==> src/rtl/lib_voq_requester.sv <==
// lib_voq_requester: per-destination virtual output queues issuing requests to an allocator
module lib_voq_requester #(
    parameter int M     = 4,
    parameter int D     = 4,
    parameter int WIDTH = 32
) (
    input  logic                 clk,
    input  logic                 reset,
    input  logic [WIDTH-1:0]     i_data,
    input  logic                 i_data_val,
    input  logic [$clog2(M)-1:0] i_dest,
    output logic                 o_data_ready,
    output logic [0:M-1]         o_request,
    input  logic [0:M-1]         i_grant,
    output logic [WIDTH-1:0]     o_data,
    output logic                 o_data_val,
    output logic [$clog2(M)-1:0] o_dest,
    output logic                 o_error
);
    localparam int AW = $clog2(D);
    localparam int DW = $clog2(M);
    localparam logic [AW:0] FULL = (AW + 1)'(D);

    logic [WIDTH-1:0] mem [M][D];
    logic [AW:0]      cnt [M];
    logic [AW-1:0]    rp  [M];
    logic [AW-1:0]    wp  [M];
    logic [DW-1:0]    gidx;
    logic             onehot;
    logic             legal;
    logic             enq;

    // decode the granted VOQ index and whether the grant and the incoming packet are honoured
    always_comb begin
        gidx = '0;
        for (int m = 0; m < M; m++)
            if (i_grant[m]) gidx = DW'(m);
        onehot       = $onehot(i_grant);
        legal        = onehot && cnt[gidx] != '0;
        o_data_ready = cnt[i_dest] < FULL || (cnt[i_dest] == FULL && onehot && gidx == i_dest);
        enq          = i_data_val && o_data_ready;
    end

    // requests come only from registered occupancy, never from grant or input paths
    always_comb begin
        o_request = '0;
        for (int m = 0; m < M; m++)
            o_request[m] = cnt[m] != '0;
    end

    // packet storage needs no reset; stale entries are unreachable once pointers clear
    always_ff @(posedge clk) begin
        if (!reset && enq)
            mem[i_dest][wp[i_dest]] <= i_data;
    end

    // pointer/count bookkeeping per VOQ and the registered dequeue output
    always_ff @(posedge clk) begin
        if (reset) begin
            for (int m = 0; m < M; m++) begin
                cnt[m] <= '0;
                rp[m]  <= '0;
                wp[m]  <= '0;
            end
            o_data_val <= 1'b0;
            o_data     <= '0;
            o_dest     <= '0;
            o_error    <= 1'b0;
        end else begin
            for (int m = 0; m < M; m++) begin
                if (enq && i_dest == DW'(m))
                    wp[m] <= wp[m] + 1'b1;
                if (legal && gidx == DW'(m))
                    rp[m] <= rp[m] + 1'b1;
                cnt[m] <= (enq && i_dest == DW'(m)) && !(legal && gidx == DW'(m)) ? cnt[m] + 1'b1 :
                          !(enq && i_dest == DW'(m)) && (legal && gidx == DW'(m)) ? cnt[m] - 1'b1 : cnt[m];
            end
            o_data_val <= legal;
            if (legal) begin
                o_data <= mem[gidx][rp[gidx]];
                o_dest <= gidx;
            end
            o_error <= o_error || (i_grant != '0 && !legal);
        end
    end
endmodule

==> config.mk <==
export PLATFORM = sky130hd
export DESIGN_NAME = lib_voq_requester
export DESIGN_NICKNAME = d
export VERILOG_FILES = /design/src/rtl/lib_voq_requester.sv
export SDC_FILE = /design/constraint.sdc
export NUM_CORES = 1
export LEC_CHECK = 0
export BUFFER_PORTS_ARGS = -buffer_cell sky130_fd_sc_hd__buf_2
export CAP_MARGIN = 20
export CELL_PAD_IN_SITES_DETAIL_PLACEMENT = 1
export CELL_PAD_IN_SITES_GLOBAL_PLACEMENT = 2
export CORE_MARGIN = 4
export CORE_UTILIZATION = 35
export CTS_CLUSTER_DIAMETER = 200
export DETAILED_ROUTE_END_ITERATION = 10
export PLACE_DENSITY_LB_ADDON = 0.1
export SLEW_MARGIN = 20
export SYNTH_ARGS = -nofsm -noshare
export SYNTH_HDL_FRONTEND = slang
export SYNTH_SLANG_ARGS = --single-unit
==> constraint.sdc <==
create_clock -name clk -period 7.11 [get_ports clk]
set_input_delay 1.0665 -clock clk [delete_from_list [all_inputs] [get_ports clk]]
set_output_delay 1.0665 -clock clk [all_outputs]
set_load 0.01 [all_outputs]
# Word level (Yosys, flattened, before mapping)
# Memory sizes are Yosys's and may differ from the RTL's.
# Cells that the tools add are included.
# word_totals
wordCells	154
ram_bits	540
output_inout_bits	41
ff_bits	36
memories	4
input_bits	41
# mem_list
memory	words	word_bits	read_ports	rd_ports_with_merged_regs	wr	line	text
mem	4	128	1	0	1	24	logic [WIDTH-1:0] mem [M][D];
cnt	4	3	6	0	4	25	logic [AW:0] cnt [M];
rp	4	2	5	0	4	26	logic [AW-1:0] rp [M];
wp	4	2	5	0	4	27	logic [AW-1:0] wp [M];
# op_classes
n_reduce_logical	43
addsub	19
muxes	57
eq_ne	9
bitwise	14
magnitude_cmp	4
# ops
op	n
$mux 128	1
$mux 32	3
$bmux 32 s2	1
$demux 32 s2	1
$mux 3	12
$mux 1	29
$logic_and 1x1->1	23
$mux 2	10
$add 2x1->2 const B	8
$reduce_bool 3->1	5
$add 3x1->3 const B	4
$or 1x1->1	12
$sub 3x1->3 const B	4
$logic_not 1->1	10
$eq 2x2->1 const B	4
$ge 3x3->1 const B	2
$not 2->3	2
$add 1x1->2	2
$eq 2x1->1 const B	2
$logic_not 2->1	2
$reduce_bool 4->1	1
$add 2x2->3	1
$eq 3x1->1 const B	1
$eq 3x3->1 const B	1
4 further kinds	5

# Logic depth before layout (Yosys ltp)
# depth
ltp_word	13
mapped_depth	18
depth_no_buf	17

# Worst setup path after synthesis
# Ideal clock, no wire load.
# synth_path
path_type	input-to-reg
startpoint	in i_grant[3] (netlist bit)
endpoint	mem mem[0][32] (netlist bit), enable pin
setup_time_ns	0.421
setup_slack_ns	1.804
t_required_ns	6.689
arrival_time_ns	4.885
cell_stages	13
n_path_buf	2
cell_sequence	buf_6 > inv_2 > fa_1 > inv_1 > ha_1 > ha_1 > nor3b_1 > o21ai_1 > a221oi_2 > o211ai_1 > or3_1 > buf_2 > nor2_1
# synth_between
elab_chain_cells	10
word_cells_on_any_way	12
cone_classes	2 x add/sub; 2 x eq/ne; 3 x mux; 5 x reduce/logical
# synth_lines
element	line	text
start: declaration	14	input logic [0:M-1] i_grant,
$add 1x1->2 (implied by the code)	38	onehot = $onehot(i_grant);
$add 2x2->3 (implied by the code)	38	
$eq 3x1->1	38	
$logic_and 1x1->1	40	o_data_ready = cnt[i_dest] < FULL || (cnt[i_dest] == FULL && onehot && gidx == i_dest);
$logic_and 1x1->1 (*)	40	
$logic_or 1x1->1 (*)	40	
$logic_and 1x1->1 (*)	41	enq = i_data_val && o_data_ready;
$logic_and 1x1->1 (*)	53	if (!reset && enq)
$mux 1 (*)	53	
$mux 128 (implied by the code) (*)	54	mem[i_dest][wp[i_dest]] <= i_data;
end: declaration	24	
# Mark *: on every way between the ends. The rest lies on a longest branch, timed or not.

# Worst setup path in the final report
# layout_path
startpoint	in i_grant[3] (netlist bit)
endpoint	mem mem[0][106] (netlist bit), enable pin
# Same word-level chain as after synthesis.

==> out/metrics.yaml <==
outcome: "completed"
clockPowerShare: 0.443
max-slew-margin-rel: 0.322
ir_worst_vdd_mv: 0.178
ant_nets: 0
antenna_found_initial: 0
power_density_nw_per_um2: 294
synth_common_cells: "528 x edfxtp_1, 130 x mux4_2, 70 x mux2i_1"
switchingPower_mw: 1.69
crit_slowest_cell: "nor2_4"
max_slew.worst_pin.slew_ps: 1020
hold_viol: 0
diodes: 0
syn_inst: 1070
async_reset_ff_frac: 0
fin_nets: 1245
dr.pass1.iters: 4
cts_hold_buffers: 0
routed_wl_um: 54300
ys_warn_count: 0
cp.arrival_ps: 5100
cap_violations: 0
r2r-start: "cnt[3][0]$_SDFFE_PP0P_"
critical_path.top_delay_family: "simple AND/OR/NAND/NOR gates"
slew_viol_final: 0
crit_type: "in -> reg"
skew_ps: 26.8
syn_nets: 1123
yosysTopAreaCell: "edfxtp_1"
drt_iter0_drc: 567
cp_num_buf_inv: 4
crit_cells: 13
design_area_um2: 26200
path_cells: "buf_2 -> inv_2 -> fa_1 -> inv_1 -> ha_1 -> ha_1 -> nor3b_1 -> o21ai_1 -> a221oi_2 -> o211ai_1 -> or3_1 -> nor2_4 -> buf_4"
tns_ps: 0
grt_max_degree: 65
fp.dieH_um: 261
path_clk_slew_ps: 60
synth_ff_type: "edfxtp_1"
insertion_delay_ps: 600
dpl_cell_area_um2: 24000
rows: 92
cts_tree: "done"
cts_root_buf: "clkbuf_16"
fp.dieArea_um2: 67900
fin_cells: 2090
path_common_cell: "ha_1"
drive_above_1_share: 0.293
p_leak_nw: 8.68
grt_overflow: 0
die_x_um: 261
fin_crit_ps: 4840
power.share.combinational: 0.066
grt_pass1_wl_um: 81600
netlist_area_um2: 22300
ctsLongestPathBuffers: 3
hold_path_end: "o_data[12]$_SDFFE_PP0P_"
coreArea_um2: 63100
seqPwrFrac: 0.491
critical_path.endpoint_type: "flop"
yosysMostFrequentCell: "edfxtp_1"
htreeDepth: 3
viasPerCell: 5.05
clock.fmax_mhz: 206
place_congestion: 0.693
synth_top_area_share: 0.710
hold_start: "o_data[12]$_SDFFE_PP0P_"
ys_seq_area_frac: 0.753
start_kind: "input port"
grt_pass1_vias: 11700
syn_area_per_cell_um2: 20.9
fin_crit_sh: 0.681
fillers: 6018
io_pins: 82
worstRegToRegCells: 7
place_hpwl_um: 33900
reg2reg_setup_slack_ps: 3900
io_buffers: 81
swShare: 0.220
drcViolationCount: 0
synth.area.top_cells: "edfxtp_1 71%, mux4_2 13%, dfxtp_1 4.3%"
cts_resized: 0
hold_class: "reg -> reg"
ys_ff_latch: 576
r2r-end: "mem[0][106]$_DFFE_PP_"
clock_sinks: 576
rsz0062_at_grt: "no"
num_vias: 10600
area_growth_pct: 17.3
yosysUniqueCellTypes: 47
synth_edf_count: 528
post_cts_buffers: 0
setup_viol: 0
total_power_mw: 7.71
dpl.cell_count: 1969
cts_buffers: 67
p_int_mw: 6.02
critPathRequiredTime_ps: 7370
worstHoldPathCells: 1
grt_use_total: 0.165
crit_fanout: 18
wl_per_cell_um: 26.0
max_stage_delay_ps: 650
start_util: 0.354
-- cell families (layout without fill, tap and decap cells) --
group                      Yosys count  count (layout)  share of synthesized area
AOI/OAI and AO/OA                   97              97                     0.0304
xor gates and xnor gates            16              16                    0.00627
adders and majority gates           12              12                    0.00840
buffers and inverters               67             241                     0.0165
DFF                                576             576                      0.753
muxes                              202             202                      0.163
and+or+nand+nor                    100             100                     0.0221
-- power groups by stage --
stage,logic (mW),registers [mW],clock network (mW)
floorplan,0.307,3.86,0
global placement,0.526,3.86,0
detailed placement,0.532,3.86,0
CTS,0.533,3.79,3.52
global route,0.560,3.79,3.67
finish,0.510,3.78,3.42
-- state kept, by name, indices dropped and copies added, names as in the netlist --
signal / count
o_data_val: 1
o_data: 32
o_error: 1
o_dest: 2
mem: 512
rp: 8
wp: 8
cnt: 12
-- area by class of cell --
| type | instances | area (um^2) | share of cell area |
|---|---|---|---|
| well taps | 846 | 1060 | 0.0404 |
| multi-input cells | 427 | 5290 | 0.202 |
| inverters | 11 | 46.3 | 0.00177 |
| clock inverters | 36 | 405 | 0.0155 |
| repair buffers | 109 | 806 | 0.0308 |
| flip-flops and latches | 576 | 16800 | 0.642 |
| clock buffers | 85 | 1780 | 0.0678 |
-- layer usage --
metal | GRT usage | wire, um
met5 | 0 | 0
met4 | 0.0434 | 1060
met3 | 0.0246 | 1390
met2 | 0.284 | 27900
met1 | 0.220 | 24000
-- per-stage QoR --
stage / util / setup WS [ps] / hold WS (ps)
finish: 0.415 / 2270 / 451
global route: 0.415 / 1970 / 469
CTS: 0.415 / 2230 / 458
detailed placement: 0.381 / 1580 / 445
global placement: 0.377 / 1630 / 443
floorplan: - / 1800 / 463
-- layout by cell type (no fill, tap or decap), types with 26 or more instances in the layout --
master     count
o21ai_0       26
dfxtp_1       48
mux4_2       130
buf_2         81
clkbuf_16     68
a2bb2oi_1     29
nor2_1        26
edfxtp_1     528
mux2i_1       70
-- worst max-delay path by stage --
| stage | startpoint | to |
|---|---|---|
| finish | i_grant[3] | mem[0][106]$_DFFE_PP_ |
| global route | i_grant[3] | mem[0][106]$_DFFE_PP_ |
| CTS | i_grant[3] | mem[0][122]$_DFFE_PP_ |
| detailed placement | i_grant[3] | mem[0][97]$_DFFE_PP_ |
| global placement | i_grant[3] | mem[0][3]$_DFFE_PP_ |
| floorplan | i_grant[3] | mem[0][32]$_DFFE_PP_ |
Note: power is estimated with default switching activity, not from simulation.
